--- config.mk ---
export PLATFORM = sky130hd
export DESIGN_NAME = matmul_sequencer_flat
export DESIGN_NICKNAME = d
export VERILOG_FILES = /design/src/rtl/matmul_sequencer_if.sv /design/src/rtl/matmul_sequencer.sv /design/src/flat_wrapper.sv
export SDC_FILE = /design/constraint.sdc
export NUM_CORES = 1
export LEC_CHECK = 0
export BUFFER_PORTS_ARGS = -buffer_cell sky130_fd_sc_hd__buf_2
export CAP_MARGIN = 20
export CORE_UTILIZATION = 45
export CTS_BUF_LIST = sky130_fd_sc_hd__clkbuf_8
export CTS_CLUSTER_SIZE = 28
export DETAILED_ROUTE_END_ITERATION = 8
export HOLD_SLACK_MARGIN = 0.02
export PLACE_DENSITY = 0.76
export SYNTH_ARGS = -nofsm -noshare
export SYNTH_HDL_FRONTEND = slang
export SYNTH_SLANG_ARGS = --single-unit
--- constraint.sdc ---
create_clock -name clk -period 15.1 [get_ports clk]
set_clock_uncertainty 0.2 [all_clocks]
set_input_delay 1.51 -clock clk [delete_from_list [all_inputs] [get_ports clk]]
set_output_delay 1.51 -clock clk [all_outputs]
set_load 0.01 [all_outputs]
--- src/rtl/matmul_sequencer_if.sv ---
// Operand/result bus for the sequential matrix multiplier.
// Carries the start/busy/done handshake and the flattened matrices.
interface matmul_sequencer_if #(
   parameter int A_param = 3,
   parameter int B_param = 3,
   parameter int C_param = 8
);
   logic                           start;
   logic [A_param*B_param*8-1:0]   A1d;
   logic [B_param*C_param*8-1:0]   B1d;
   logic                           busy;
   logic                           done;
   logic [A_param*C_param*8-1:0]   Result;

   modport master (
      output start, A1d, B1d,
      input  busy, done, Result
   );

   modport slave (
      input  start, A1d, B1d,
      output busy, done, Result
   );
endinterface

--- src/rtl/matmul_sequencer.sv ---
// Sequential A x B multiplier using one shared 8x8 MAC.
// One MAC per cycle, mod-256 arithmetic, start/busy/done handshake.
module matmul_sequencer #(
   parameter int A_param = 3,
   parameter int B_param = 3,
   parameter int C_param = 8
) (
   input  logic            clk,
   input  logic            rst_n,
   matmul_sequencer_if.slave bus
);
   localparam int IW = (A_param > 1) ? $clog2(A_param) : 1;
   localparam int JW = (C_param > 1) ? $clog2(C_param) : 1;
   localparam int KW = (B_param > 1) ? $clog2(B_param) : 1;
   localparam logic [IW-1:0] I_LAST = IW'(A_param - 1);
   localparam logic [JW-1:0] J_LAST = JW'(C_param - 1);
   localparam logic [KW-1:0] K_LAST = KW'(B_param - 1);

   typedef enum logic {IDLE, RUN} state_t;

   state_t r_state;
   state_t w_next;

   logic [A_param*B_param*8-1:0] r_a;
   logic [B_param*C_param*8-1:0] r_b;
   logic [7:0]                   r_res [A_param][C_param];
   logic [7:0]                   r_acc;
   logic [IW-1:0]                r_i;
   logic [JW-1:0]                r_j;
   logic [KW-1:0]                r_k;
   logic                         r_done;

   logic [7:0] w_a [A_param][B_param];
   logic [7:0] w_b [B_param][C_param];
   logic [A_param*C_param*8-1:0] w_res_flat;
   logic [7:0] w_ael;
   logic [7:0] w_bel;
   logic [7:0] w_sum;
   logic       w_k_last;
   logic       w_j_last;
   logic       w_i_last;
   logic       w_last;

   for (genvar gi = 0; gi < A_param; gi++) begin : g_ua_i
      for (genvar gk = 0; gk < B_param; gk++) begin : g_ua_k
         assign w_a[gi][gk] =
            r_a[((A_param-1-gi)*B_param + (B_param-1-gk))*8 +: 8];
      end
   end

   for (genvar gk = 0; gk < B_param; gk++) begin : g_ub_k
      for (genvar gj = 0; gj < C_param; gj++) begin : g_ub_j
         assign w_b[gk][gj] =
            r_b[((B_param-1-gk)*C_param + (C_param-1-gj))*8 +: 8];
      end
   end

   for (genvar gi = 0; gi < A_param; gi++) begin : g_pr_i
      for (genvar gj = 0; gj < C_param; gj++) begin : g_pr_j
         assign w_res_flat[((A_param-1-gi)*C_param + (C_param-1-gj))*8 +: 8] =
            r_res[gi][gj];
      end
   end

   assign w_ael    = w_a[r_i][r_k];
   assign w_bel    = w_b[r_k][r_j];
   // 8-bit product and sum: truncation gives the mod-256 result directly
   assign w_sum    = r_acc + w_ael * w_bel;
   assign w_k_last = (r_k == K_LAST);
   assign w_j_last = (r_j == J_LAST);
   assign w_i_last = (r_i == I_LAST);
   assign w_last   = w_k_last & w_j_last & w_i_last;

   assign bus.busy   = (r_state == RUN);
   assign bus.done   = r_done;
   assign bus.Result = w_res_flat;

   // State register
   always_ff @(posedge clk or negedge rst_n) begin
      if (!rst_n) r_state <= IDLE;
      else        r_state <= w_next;
   end

   // Next-state: accept start only in IDLE, leave RUN on last MAC
   always_comb begin
      w_next = r_state;
      unique case (r_state)
         IDLE: if (bus.start) w_next = RUN;
         RUN:  if (w_last)    w_next = IDLE;
         default: w_next = IDLE;
      endcase
   end

   // Operand capture, MAC accumulation, index walk and done pulse
   always_ff @(posedge clk or negedge rst_n) begin
      if (!rst_n) begin
         r_a    <= '0;
         r_b    <= '0;
         r_acc  <= '0;
         r_i    <= '0;
         r_j    <= '0;
         r_k    <= '0;
         r_done <= 1'b0;
         for (int i = 0; i < A_param; i++)
            for (int j = 0; j < C_param; j++)
               r_res[i][j] <= '0;
      end else begin
         r_done <= 1'b0;
         unique case (r_state)
            IDLE: begin
               if (bus.start) begin
                  r_a   <= bus.A1d;
                  r_b   <= bus.B1d;
                  r_acc <= '0;
                  r_i   <= '0;
                  r_j   <= '0;
                  r_k   <= '0;
                  for (int i = 0; i < A_param; i++)
                     for (int j = 0; j < C_param; j++)
                        r_res[i][j] <= '0;
               end
            end
            RUN: begin
               if (!w_k_last) begin
                  r_acc <= w_sum;
                  r_k   <= r_k + 1'b1;
               end else begin
                  r_res[r_i][r_j] <= w_sum;
                  r_acc <= '0;
                  r_k   <= '0;
                  if (w_j_last) begin
                     r_j <= '0;
                     r_i <= w_i_last ? '0 : r_i + 1'b1;
                  end else begin
                     r_j <= r_j + 1'b1;
                  end
               end
               if (w_last) r_done <= 1'b1;
            end
            default: ;
         endcase
      end
   end
endmodule

--- src/flat_wrapper.sv ---
// flat-port wrapper written by rule: the top's interface ports become plain ports
module matmul_sequencer_flat 
#(
   parameter int A_param = 3,
   parameter int B_param = 3,
   parameter int C_param = 8
)
  (clk, rst_n, bus_start, bus_A1d, bus_B1d, bus_busy, bus_done, bus_Result);
  matmul_sequencer_if #(.A_param(A_param), .B_param(B_param), .C_param(C_param)) bus_i ();
  input  logic clk;
  input  logic rst_n;
  input wire logic [$bits(bus_i.start)-1:0] bus_start;
  input wire logic [$bits(bus_i.A1d)-1:0] bus_A1d;
  input wire logic [$bits(bus_i.B1d)-1:0] bus_B1d;
  output wire logic [$bits(bus_i.busy)-1:0] bus_busy;
  output wire logic [$bits(bus_i.done)-1:0] bus_done;
  output wire logic [$bits(bus_i.Result)-1:0] bus_Result;
  assign bus_i.start = bus_start;
  assign bus_i.A1d = bus_A1d;
  assign bus_i.B1d = bus_B1d;
  assign bus_busy = bus_i.busy;
  assign bus_done = bus_i.done;
  assign bus_Result = bus_i.Result;
  matmul_sequencer #(.A_param(A_param), .B_param(B_param), .C_param(C_param)) u_core (.clk(clk), .rst_n(rst_n), .bus(bus_i));
endmodule
# After elaboration in Yosys (flattened, before gate mapping)
# Cells that the tools add are included.
dict set report op_classes {
  n_mux 39
  order_cmp 5
  n_addsub 4
  n_reduce_logical 5
  eq_ne 6
  n_mul 1
  bitwise 6
}
# op n
set ops {}
lappend ops {{$mux 192} 2}
lappend ops {{$pmux 192 s2} 1}
lappend ops {{$bwmux 192} 1}
lappend ops {{$mux 64} 3}
lappend ops {{$bmux 64 s2} 1}
lappend ops {{$demux 64 s2} 1}
lappend ops {{$mux 8} 7}
lappend ops {{$bmux 24 s2} 1}
lappend ops {{$mux 24} 2}
lappend ops {{$bmux 8 s3} 1}
lappend ops {{$demux 8 s3} 1}
lappend ops {{$bmux 8 s2} 1}
lappend ops {{$pmux 8 s2} 1}
lappend ops {{$mux 2} 5}
lappend ops {{$mux 3} 3}
lappend ops {{$add 8x8->8} 1}
lappend ops {{$mul 8x8->8} 1}
lappend ops {{$pmux 2 s2} 2}
lappend ops {{$ge 3x3->1 const B} 2}
lappend ops {{$ne 2x2->1 const B} 3}
lappend ops {{$not 2->3} 2}
lappend ops {{$pmux 3 s2} 1}
lappend ops {{$add 2x1->2 const B} 2}
lappend ops {{$eq 2x2->1 const B} 2}
lappend ops {{13 further kinds} 19}
dict set report word_totals {
  word_cells 98
  ff_bits 473
  out_inout_bits 194
  inputBits 267
}

# Logic depth before layout (Yosys ltp)
# Gate-level depths: netlist of run 1.
dict set report depth {
  word_depth 12
  depth_mapped 27
  ltp_nobuf 23
}

# Worst setup path before layout of run 1
# OpenSTA, ideal clock, no wires.
dict set report synth_path {
  path_kind {register to register}
  from {reg u_core.r_k[1]}
  to {reg u_core.r_acc[7]}
  path_slack_ns 9.306
  period_less_slack_ns 5.794
  arrival_ns 5.455
  setup_time_ns 0.139
  required_ns 14.761
  path_buffers 3
  path_stages_with_launch 23
  path_cell_list {dfrtp_1 -> buf_6 -> mux2_2 -> a22oi_1 -> o22ai_1 -> or4_1 -> clkbuf_1 -> nand2_1 -> fa_1 -> fa_1 -> inv_1 -> fa_1 -> inv_1 -> fa_1 -> inv_1 -> ha_1 -> a21oi_1 -> xnor2_1 -> xnor2_1 -> xnor3_1 -> xnor3_2 -> buf_6 -> o21ai_2}
}
dict set report synth_between {
  elab_chain_cells 11
  elab_cells_between_ends 15
  cone_classes {1 x add/sub; 1 x mul; 1 x eq/ne; 11 x mux; 1 x bitwise}
}
# item line_no
set synth_lines {}
lappend synth_lines {{start: declaration} matmul_sequencer.sv:30} ;# logic [KW-1:0] r_k;
lappend synth_lines {{start signal: assignment} matmul_sequencer.sv:126} ;# r_k <= r_k + 1'b1;
lappend synth_lines {{$not 2->3 (implied by the code)} {matmul_sequencer.sv:65, matmul_sequencer.sv:66}}
lappend synth_lines {{$bmux 64 s2} matmul_sequencer.sv:66} ;# assign w_bel = w_b[r_k][r_j];
lappend synth_lines {{$mux 64 (implied by the code) (2 in a row)} matmul_sequencer.sv:66}
lappend synth_lines {{$bmux 8 s3} matmul_sequencer.sv:66}
lappend synth_lines {{$mux 8 (implied by the code) (2 in a row)} matmul_sequencer.sv:66}
lappend synth_lines {{$mul 8x8->8} matmul_sequencer.sv:68} ;# assign w_sum = r_acc + w_ael * w_bel;
lappend synth_lines {{$add 8x8->8} matmul_sequencer.sv:68}
lappend synth_lines {{$mux 8 *} matmul_sequencer.sv:124} ;# if (!w_k_last) begin
lappend synth_lines {{$pmux 8 s2 *} matmul_sequencer.sv:109} ;# unique case (r_state)
lappend synth_lines {{end signal: assignment} matmul_sequencer.sv:125} ;# r_acc <= w_sum;
lappend synth_lines {{end: declaration} matmul_sequencer.sv:27} ;# logic [7:0] r_acc;
# Every way passes the cells marked *; elsewhere a longest branch is shown, timed or not. The select of a mux whose other input is x is not followed.
# A chain may end at the register's enable or synchronous reset.

# Worst setup path in the final report of run 1
dict set report layout_path {
  from {reg u_core.r_k[1]}
  to {reg u_core.r_res, in the netlist u_core.bus.Result[47]}
}
dict set report layout_between {
  elab_chain_cells 12
  elab_cells_between_ends 18
  cone_classes {1 x add/sub; 1 x mul; 2 x eq/ne; 12 x mux; 1 x bitwise; 1 x reduce/logical}
}
# item line_no
set layout_lines {}
lappend layout_lines {{$not 2->3 (implied by the code)} {matmul_sequencer.sv:65, matmul_sequencer.sv:66}}
lappend layout_lines {{$bmux 64 s2} matmul_sequencer.sv:66}
lappend layout_lines {{$mux 64 (implied by the code) (2 in a row)} matmul_sequencer.sv:66}
lappend layout_lines {{$bmux 8 s3} matmul_sequencer.sv:66}
lappend layout_lines {{$mux 8 (implied by the code) (2 in a row)} matmul_sequencer.sv:66}
lappend layout_lines {{$mul 8x8->8} matmul_sequencer.sv:68}
lappend layout_lines {{$add 8x8->8} matmul_sequencer.sv:68}
lappend layout_lines {{$bwmux 192} matmul_sequencer.sv:128} ;# r_res[r_i][r_j] <= w_sum;
lappend layout_lines {{$mux 192} matmul_sequencer.sv:124}
lappend layout_lines {{$pmux 192 s2} matmul_sequencer.sv:109}
lappend layout_lines {{end signal: indexed assignment} matmul_sequencer.sv:128}
lappend layout_lines {{end: declaration} matmul_sequencer.sv:26} ;# logic [7:0] r_res [A_param][C_param];
# Parallel ways exist; a longest one is shown, timed or not. The select of a mux whose other input is x is not followed.

==> results.tsv, run 1 <==
stage	metric	value	unit
pwr	p_leak	13.3	nW
synth	syn_inst	2318	
synth	avgSynthCellArea	9.17	um^2
global_route	grt_pass1_vias	17808	
critical_path	r2r_slack	7.08	ns
place	dpl_cell_area	23900	um^2
routing	totalWireLength	66.3	mm
die	die-area	48100	um^2
final_layout	regArea	11800	um^2
final_layout	multi_input_area	8640	um^2
final_layout	fillCellCount	4078	
final_layout	nets	3032	
timing	fmax	125	MHz
critical_path	cp_slowest_stage_delay	0.83	ns
die	rows	79	
die	initial_utilization	45.7	%
critical_path	timing.critical_path.mode_cell	fa_1	
critical_path	crit_path_start	u_core.r_k[1]	
final_layout	fin_area	25600	um^2
synth	synthFlopType	dfrtp_1	
place	routabilityCongestion	0.870	
synth	synth_cell_types	60	
clocking	cts_tree	built	
synth	synthesis.area	21300	um^2
routing	drt-pass1-iter-count	6	
routing	ant_nets	0	
clocking	cts.clk_slew.worst_paths	0.06	ns
timing	finalSetupViolations	0	
die	core	46600	um^2
timing	worstMarginPinSlew	1.10	ns
global_route	antenna_found_initial	2	
die	die_x	219	um
die	die_h	219	um
synth	synth.area.top_cells	dfrtp_1 (56%), nand2_1 (16%), o21ai_0 (5.1%)	
clocking	htree_levels	3	
place	portBuffers	460	
timing	finalCriticalPeriod	8.02	ns
clocking	cts.sinks	473	
synth	async_flop_share	100	%
timing	setup-tns-final	0	ns
routing	detailroute.via_count	18409	
global_route	grt.total_usage	27.5	%
critical_path	cp_slowest_cell	dfrtp_4	
global_route	grt_max_degree	216	
final_layout	drive_above_1_share	23.6	%
synth	synth_area_leader_cell	dfrtp_1	
timing	hold_violations	0	
clocking	cts-root-buf	clkbuf_8	
synth	synth_nets	2622	
critical_path	arrival	8.33	ns
routing	drtIter0Drc	1834	
place	dp_hpwl	46.1	mm
clocking	clock_latency	0.68	ns
clocking	cts_buffer_depth	3	
min_path	min_path_type	reg2reg	
timing	rsz0062_at_grt	false	
critical_path	reg2reg_from	u_core.r_k[1]	
critical_path	crit_fanout	63	
timing	layout_worst_path_cycle_share	53.1	%
synth	synth_commonest_cells	nand2_1 (908), dfrtp_1 (473), o21ai_0 (216)	
timing	max-slew-margin-rel	26.5	%
synth	ys_ff_latch	473	
critical_path	worst-path-stages	20	
critical_path	worst_setup_path_end_kind	register	
pwr	power.total	0.00678	W
pwr	p_per_area	265	nW/um^2
synth	ys_seq_area_share	55.7	%
routing	wl_per_cell	19.5	um
critical_path	path_buf_inv	4	
clocking	postCtsHoldBufs	0	
die	io_pins	461	
critical_path	critical-path-top-delay-family	adder cells	
clocking	post_cts_resized	0	
global_route	grt_pass1_wl	100	mm
routing	drcViolationCount	0	
critical_path	crit_type	reg2reg	
synth	yosysTopAreaCellShare	55.7	%
routing	post_drt_via_cell_ratio	5.42	
critical_path	path_cells	buf_4 > nor2b_4 > a22oi_1 > o22ai_1 > or4_1 > nand2_1 > fa_1 > fa_1 > inv_1 > fa_1 > inv_1 > fa_1 > inv_1 > ha_1 > a21oi_1 > xnor2_1 > xnor2_1 > xnor3_1 > xnor3_2 > o21ai_0	
clocking	cts_made_buffers	79	
run	cap_violations	0	
place	dp.cells	3253	
pwr	peakVddDrop	0.401	mV
critical_path	r2r_end	u_core.bus.Result[47]	
global_route	overflow	0	
final_layout	synthToLayoutAreaGrowth	20.2	%
critical_path	required	15.41	ns
synth	yosysWarnings	0	
final_layout	final_cells	3395	
synth	synth_edf_count	0	
synth	synth.most_common_cell	nand2_1	
critical_path	start_kind	register	
run_status	run_status	finished, final reports clean	
timing	slew_viol_final	0	
critical_path	crit_end	u_core.bus.Result[47]	
critical_path	r2r_cells	20	
clocking	cts_setup_buffers	0	
## how the worst min path moves through the flow
stage | cells after the start | endpoint | slack, ns | start
final | 2 | u_core.r_a[23] | 0.27 | u_core.r_a[23]
after global routing | 2 | u_core.r_b[54] | 0.29 | u_core.r_b[54]
after CTS | 2 | u_core.r_b[9] | 0.27 | u_core.r_b[9]
after detailed placement | 2 | u_core.r_b[9] | 0.26 | u_core.r_b[9]
after global placement | 2 | u_core.r_b[9] | 0.25 | u_core.r_b[9]
after floorplan | 2 | u_core.r_a[12] | 0.24 | u_core.r_a[12]
## worst register-to-register path, stage by stage, from the launching register on
cell and delay (ns):
dfrtp_4 0.83, buf_4 0.79, nor2b_4 0.39, a22oi_1 0.31, o22ai_1 0.14, or4_1 0.71
nand2_1 0.16, fa_1 0.44, fa_1 0.51, inv_1 0.05, fa_1 0.53, inv_1 0.05
fa_1 0.47, inv_1 0.04, ha_1 0.32, a21oi_1 0.19, xnor2_1 0.16, xnor2_1 0.16
xnor3_1 0.42, xnor3_2 0.78, o21ai_0 0.19
## report_power, final
| group | switching [W] | internal, W | leakage, nW | total [W] |
|---|---|---|---|---|
| registers | 0.000440 | 0.00189 | 5.85 | 0.00233 |
| clock network | 0.000523 | 0.000639 | 0.926 | 0.00116 |
| logic | 0.00225 | 0.00104 | 6.54 | 0.00329 |
## registers in the layout, summed over array words and instances, names as in the netlist
register and flops:
u_core.bus.Result 192, u_core.r_b 192, u_core.r_a 72, u_core.r_j 3, u_core.bus.busy 1, u_core.r_acc 8, u_core.bus.done 1, u_core.r_i 2
u_core.r_k 2
## layout by cell type (no fill, tap or decap), drive strengths merged, types with 8 or more instances in the layout
master,n
xnor2,9
a32o,8
nand3b,27
clkbuf,99
fa,18
mux2,24
o21ai,239
a221oi,9
nand2,908
mux2i,64
nand2b,8
nor2b,9
clkinv,8
ha,19
a22oi,30
dfrtp,473
o2bb2ai,12
nand3,145
buf,482
nor2,35
a21oi,20
inv,70
## logic make-up after synthesis
group,after synthesis,share of synthesized area (%)
simple gates,1151,22.2
flops,473,55.7
compound gates,357,10.3
buf+inv,197,3.95
mux,88,4.28
fa+ha+maj,37,2.81
xor+xnor,15,0.818
## per-layer routing
layer  track usage (%)  wire, um
met2              44.5     31900
met5                 0         0
met4              12.8      2270
met1              36.1     27800
met3              4.46      4360
## per-stage QoR
stage                     utilization [%]  hold slack, ns  setup WS, ns
final                                54.9           0.272          7.08
after global routing                 54.9           0.291          6.68
after global placement               51.4           0.254          7.26
after floorplan                         -           0.240          9.31
after detailed placement             51.4           0.260          7.10
after CTS                            54.8           0.274          7.06
## layout make-up
| cell class | instances | area share [%] |
|---|---|---|
| sequential | 473 | 46.3 |
| timing repair buffer | 482 | 9.87 |
| tap | 607 | 2.97 |
| inverter | 44 | 0.646 |
| antenna | 2 | 0.0196 |
| clock buffer | 99 | 5.33 |
| multi-input combinational | 1648 | 33.8 |
| clock inverter | 40 | 0.989 |
Note: power is estimated with default switching activity, not from simulation.
==> inputs of run 2 (changes only) <==
--- a/config.mk
+++ b/config.mk
@@ -12,7 +12,7 @@
 export CTS_CLUSTER_SIZE = 28
 export DETAILED_ROUTE_END_ITERATION = 8
 export HOLD_SLACK_MARGIN = 0.02
-export PLACE_DENSITY = 0.76
+export PLACE_DENSITY = 0.79
 export SYNTH_ARGS = -nofsm -noshare
 export SYNTH_HDL_FRONTEND = slang
 export SYNTH_SLANG_ARGS = --single-unit
==> constraint.sdc (replaced) <==
create_clock -name clk -period 7.06 [get_ports clk]
set_clock_uncertainty 0.2 [all_clocks]
set_input_delay 0.706 -clock clk [delete_from_list [all_inputs] [get_ports clk]]
set_output_delay 0.706 -clock clk [all_outputs]
set_load 0.01 [all_outputs]
==> run 2 against run 1 <==
  * The run now ends with max-slew violations left
  * Critical path depth unchanged
  * Setup slack got worse by 6.7 ns
  * Combinational power increased by 130%
  * Clock-buffer cell count increased by 1
  * Global-route usage increased by 1.4 points
  * Non-clock buffer count increased by 146
  * Critical path type unchanged
  * Critical endpoint is now u_core.bus.Result[167]
  * Highest routed layer unchanged
==> results.tsv, run 2 (synthesis results as in run 1) <==
stage	metric	value	unit	change
run_status	run_status	finished with violations		
run_status	violations	max-slew violations		
place	dp.cells	3271		+0.55%
min_path	min_path_type	in2reg		
timing	worstMarginPinSlew	1.55	ns	+0.448 ns
die	die_x	219	um	unchanged
final_layout	multi_input_area	8640	um^2	unchanged
die	rows	79		unchanged
die	die_h	219	um	unchanged
critical_path	path_buf_inv	5		+1
routing	drtIter0Drc	1788		-2.5%
timing	max-slew-margin-rel	-3.36	%	-30 points
run	cap_violations	0		unchanged
clocking	cts.clk_slew.worst_paths	0.07	ns	about the same
final_layout	final_cells	3543		+4.4%
routing	wl_per_cell	19.8	um	+1.4%
pwr	power.total	0.0151	W	+120%
routing	detailroute.via_count	19336		+5.0%
routing	totalWireLength	70.2	mm	+5.9%
routing	ant_nets	0		unchanged
clocking	cts_made_buffers	79		unchanged
timing	setup-tns-final	0	ns	unchanged
die	io_pins	461		unchanged
clocking	cts-root-buf	clkbuf_8		
min_path	whs_path_depth	3		+1
critical_path	crit_type	reg2reg		
clocking	clock_latency	0.67	ns	about the same
critical_path	critical-path-top-delay-family	adder cells		
place	dp_hpwl	47.9	mm	+3.8%
critical_path	start_kind	register		
clocking	cts_tree	built		
final_layout	layout_common_cells	nand2_1 (908), dfrtp_1 (471), buf_2 (459)		
timing	finalWorstSetupSlack	0.350	ns	-6.73 ns
critical_path	required	7.37	ns	-8.04 ns
global_route	grt_max_degree	277		+28%
critical_path	arrival	7.02	ns	-1.31 ns
critical_path	path_cells	clkinv_1 > a22oi_1 > o22ai_1 > or4_1 > nand2_1 > fa_1 > fa_1 > inv_1 > fa_1 > inv_1 > fa_1 > inv_1 > ha_1 > a21oi_1 > xnor2_1 > xnor2_1 > xnor3_1 > xnor3_2 > buf_4 > o21ai_2		
routing	drt-pass1-iter-count	6		unchanged
clocking	htree_levels	3		unchanged
place	routabilityCongestion	0.908		+4.5%
global_route	grt_pass1_vias	18966		+6.5%
final_layout	regArea	11800	um^2	unchanged
global_route	grt.total_usage	28.9	%	+1.4 points
place	dp_slack	0.355	ns	-6.75 ns
pwr	p_leak	14.0	nW	+4.9%
timing	finalCriticalPeriod	6.71	ns	-1.31 ns
timing	hold_violations	0		unchanged
final_layout	fillCellCount	3935		-3.5%
timing	rsz0062_at_grt	false		
global_route	grt_pass1_wl	106	mm	+5.4%
final_layout	final_common_cell	nand2_1		
die	die-area	48100	um^2	unchanged
timing	finalSetupViolations	0		unchanged
clocking	cts_buffer_depth	3		unchanged
critical_path	cp_slowest_cell	or4_1		
final_layout	synthToLayoutAreaGrowth	27.2	%	
timing	fmax	149	MHz	+19%
critical_path	timing.critical_path.mode_cell	fa_1		
routing	drcViolationCount	0		unchanged
die	initial_utilization	45.7	%	unchanged
clocking	cts.sinks	473		unchanged
global_route	overflow	0		unchanged
final_layout	nets	3178		+4.8%
global_route	antenna_found_initial	3		+1
timing	slew_viol_final	97		+97
place	portBuffers	460		unchanged
critical_path	crit_fanout	21		-67%
routing	post_drt_via_cell_ratio	5.46		+0.65%
critical_path	r2r_cells	20		unchanged
critical_path	worst_setup_path_end_kind	register		
pwr	p_per_area	556	nW/um^2	+110%
critical_path	cp_slowest_stage_delay	0.70	ns	-0.13 ns
critical_path	worst-path-stages	20		unchanged
timing	layout_worst_path_cycle_share	95.0	%	+42 points
die	core	46600	um^2	unchanged
final_layout	drive_above_1_share	23.2	%	-0.37 points
pwr	peakVddDrop	0.653	mV	+63%
==> run 2: changes by cell type in the layout (fill, tap and decap cells not counted), sizes merged <==
cell	before	now
clkbuf	99	100
dlygate4sd3	0	126
bufinv	3	4
clkinvlp	3	5
buf	482	502
inv	70	68
==> run 2: layer usage <==
layer / part of all wire [%] / GRT usage, %
met2: 48 / 47.0
met5: 0 / 0
met1: 40 / 37.3
met3: 7.2 / 4.45
met4: 4.7 / 15.4
==> run 2: final timing paths <==
path                                 start                     end  slack [ns]
max                          u_core.r_k[0]  u_core.bus.Result[167]        0.35
min                            bus_A1d[20]          u_core.r_a[20]        0.06
max reg2reg                  u_core.r_k[0]  u_core.bus.Result[167]        0.35
min reg2reg                u_core.r_b[180]         u_core.r_b[180]        0.27
max in group asynchronous            rst_n   u_core.bus.Result[80]        4.56
min in group asynchronous            rst_n           u_core.r_a[4]        0.52
==> run 2: layout make-up <==
type,instances,area share [%]
diodes,2,0.0185
clock buffers,100,5.09
clock inverters,41,1.06
inverters,44,0.611
multi-input cells,1648,32.0
flip-flops and latches,473,43.8
well taps,607,2.81
repair buffers,628,14.7
==> run 2: timing repair <==
action                                 CTS  global route
setup endpoints to repair                0            16
hold buffers                           126             0
buffers inserted                         0             3
gates resized for setup                  0             1
endpoints found under the hold margin  225             0
==> run 2: report_power, final <==
part	total, W	switching, W	internal [W]
clock network	0.00255	0.00113	0.00142
registers	0.00500	0.000951	0.00404
logic	0.00750	0.00488	0.00262
total	0.0151	0.00697	0.00808
==> run 2: metrics by stage <==
step	cell area, um^2	util [%]	hold WS, ns
finish	27000	58.1	0.0603
global route	27000	58.1	0.0428
CTS	27000	58.0	0.0207
detailed placement	24100	51.8	0.260
global placement	24100	51.8	0.255
floorplan	21300	-	0.210
==> run 2: tightest hold or removal path: stages <==
cell and delay [ns]:
buf_2 0.08, nand2_1 0.04, nand2_1 0.05
==> inputs of run 3 (changes only) <==
--- a/config.mk
+++ b/config.mk
@@ -7,6 +7,7 @@
 export LEC_CHECK = 0
 export BUFFER_PORTS_ARGS = -buffer_cell sky130_fd_sc_hd__buf_2
 export CAP_MARGIN = 20
+export CORE_MARGIN = 5
 export CORE_UTILIZATION = 45
 export CTS_BUF_LIST = sky130_fd_sc_hd__clkbuf_8
 export CTS_CLUSTER_SIZE = 28
==> run 3 against run 2 <==
  * The flow now finishes without violations
  * Utilization fell by 0.81 points
  * Wire length rose by 1.9%
  * Sequential share of layout area rose by 0.53 points
  * Critical endpoint is now u_core.bus.Result[71]
  * Largest power group unchanged
==> results.tsv, run 3 (synthesis results as in run 1) <==
stage	metric	value	unit	change
run_status	run_status	finished, final reports clean		
critical_path	path_cells	buf_4 > mux2i_1 > o21ai_0 > a22o_1 > nor4_1 > nor2_1 > fa_1 > fa_1 > ha_1 > inv_1 > fa_1 > inv_1 > ha_1 > a21o_1 > a21oi_1 > xnor2_1 > xnor2_1 > xnor3_1 > xnor3_2 > buf_12 > o21ai_0		
place	dp_slack	0.530	ns	+0.175 ns
clocking	cts.sinks	473		unchanged
die	die-area	51700	um^2	+7.4%
final_layout	layout_common_cells	nand2_1 (908), dfrtp_1 (471), buf_2 (459)		
final_layout	drive_above_1_share	23.2	%	-0.044 points
critical_path	crit_type	reg2reg		
clocking	cts_setup_buffers	0		unchanged
critical_path	r2r_slack	0.47	ns	+0.12 ns
die	die_h	227	um	+3.6%
critical_path	crit_fanout	32		+52%
timing	finalWorstSetupSlack	0.466	ns	+0.116 ns
timing	whs	0.0684	ns	+0.00817 ns
place	portBuffers	460		unchanged
routing	ant_nets	0		unchanged
critical_path	r2r_cells	21		+5.0%
die	die_x	227	um	+3.6%
pwr	switching_share	46.9	%	+0.60 points
critical_path	start_kind	register		
clocking	cts_tree	built		
run	cap_violations	0		unchanged
global_route	overflow	0		unchanged
global_route	grt_max_degree	232		-16%
pwr	p_comb_share	49.5	%	-0.4 points
pwr	internal_power	0.00794	W	-1.7%
final_layout	final_cells	3514		-0.82%
die	initial_utilization	45.6	%	-0.097 points
critical_path	timing.critical_path.mode_cell	fa_1		
critical_path	worst_setup_path_end_kind	register		
routing	drtIter0Drc	1830		+2.3%
timing	layout_worst_path_cycle_share	93.4	%	-1.6 points
clocking	cts_buffer_depth	3		unchanged
place	routabilityCongestion	0.946		+4.2%
critical_path	crit_end	u_core.bus.Result[71]		
clocking	postCtsHoldBufs	104		-17%
critical_path	worst-path-stages	21		+5.0%
clocking	cts.clk_slew.worst_paths	0.06	ns	about the same
global_route	antenna_found_initial	2		-1
timing	hold_violations	0		unchanged
pwr	pwr-share-seq	33.9	%	+0.7 points
routing	wl_per_cell	20.3	um	+2.7%
pwr	p_sw	0.00701	W	+0.67%
critical_path	required	7.38	ns	about the same
place	dp.cells	3265		-0.18%
routing	drt-pass1-iter-count	5		-1
clocking	cts-root-buf	clkbuf_8		
critical_path	path_buf_inv	4		-1
timing	worstMarginPinSlew	1.15	ns	-0.405 ns
timing	setup-tns-final	0	ns	unchanged
timing	rsz0062_at_grt	false		
routing	post_drt_via_cell_ratio	5.48		+0.36%
global_route	grt_pass1_vias	19459		+2.6%
final_layout	fillCellCount	3974		+0.99%
critical_path	arrival	6.91	ns	-0.11 ns
final_layout	synthToLayoutAreaGrowth	25.7	%	
critical_path	cp_slowest_stage_delay	0.75	ns	+0.05 ns
die	core	46700	um^2	+0.21%
pwr	p_leak	13.8	nW	-1.0%
critical_path	cp_slowest_cell	dfrtp_4		
die	rows	79		unchanged
global_route	grt.total_usage	27.0	%	-1.9 points
routing	detailroute.via_count	19247		-0.46%
pwr	power.total	0.0150	W	-0.62%
clocking	htree_levels	3		unchanged
routing	drcViolationCount	0		unchanged
timing	finalSetupViolations	0		unchanged
clocking	post_cts_resized	0		unchanged
critical_path	reg2reg_from	u_core.r_k[1]		
pwr	peakVddDrop	0.884	mV	+35%
timing	fmax	152	MHz	+1.8%
min_path	min_path_type	in2reg		
pwr	power.share.clock	16.6	%	-0.4 points
timing	finalCriticalPeriod	6.59	ns	-0.116 ns
clocking	cts_made_buffers	78		-1.3%
pwr	p_per_area	560	nW/um^2	+0.58%
timing	slew_viol_final	0		-100%
final_layout	final_common_cell	nand2_1		
critical_path	critical-path-top-delay-family	adder cells		
final_layout	nets	3147		-0.98%
critical_path	crit_path_start	u_core.r_k[1]		
clocking	clock_latency	0.66	ns	about the same
die	io_pins	461		unchanged
routing	totalWireLength	71.5	mm	+1.9%
global_route	grt_pass1_wl	109	mm	+3.0%
critical_path	r2r_end	u_core.bus.Result[71]		
timing	max-slew-margin-rel	23.6	%	+27 points
place	dp_hpwl	50.0	mm	+4.5%
## run 3: worst min path at each step
| stage | start | endpoint | slack (ns) | cells past startpoint |
|---|---|---|---|---|
| final | bus_B1d[158] | u_core.r_b[158] | 0.07 | 3 |
| after global routing | bus_B1d[54] | u_core.r_b[54] | 0.04 | 3 |
| after CTS | bus_B1d[22] | u_core.r_b[22] | 0.02 | 3 |
| after detailed placement | u_core.r_a[70] | u_core.r_a[70] | 0.26 | 2 |
| after global placement | u_core.bus.Result[34] | u_core.bus.Result[34] | 0.26 | 2 |
| after floorplan | rst_n | u_core.bus.Result[0] | 0.21 | 0 |
## run 3: area by class of cell
cell class	instances	area, um^2	area share, %
inverter	44	165	0.618
sequential	473	11800	44.3
timing repair buffer	598	3680	13.8
clock buffer	98	1350	5.05
multi-input combinational	1648	8640	32.3
clock inverter	44	275	1.03
antenna	2	5.00	0.0187
tap	607	759	2.84
## run 3: power by group through the flow
| stage | Sequential, W | Combinational [W] | Clock, W |
|---|---|---|---|
| finish | 0.00507 | 0.00740 | 0.00248 |
| global route | 0.00518 | 0.00814 | 0.00266 |
| CTS | 0.00503 | 0.00739 | 0.00253 |
| detailed placement | 0.00507 | 0.00732 | 0 |
| global placement | 0.00503 | 0.00712 | 0 |
| floorplan | 0.00488 | 0.00439 | 0 |
## run 3: worst min-delay path, delay by kind of cell
kind / cells / cell delay (ns)
and+or+nand+nor: 2 / 0.09
buffers and inverters: 1 / 0.08
## run 3: metrics by stage
stage               util, %  area (um^2)
global placement       51.5        24000
global route           57.3        26700
floorplan                 -        21300
CTS                    57.3        26700
finish                 57.3        26700
detailed placement     51.5        24000
## run 3: routing by layer
metal  GRT usage (%)  routed length (um)  vias up
li1                -                   -     8728
met1            35.7               28700     9410
met2            44.7               34700      939
met3            4.64                5240      170
met4            11.2                2810        0
met5               0                   0        -
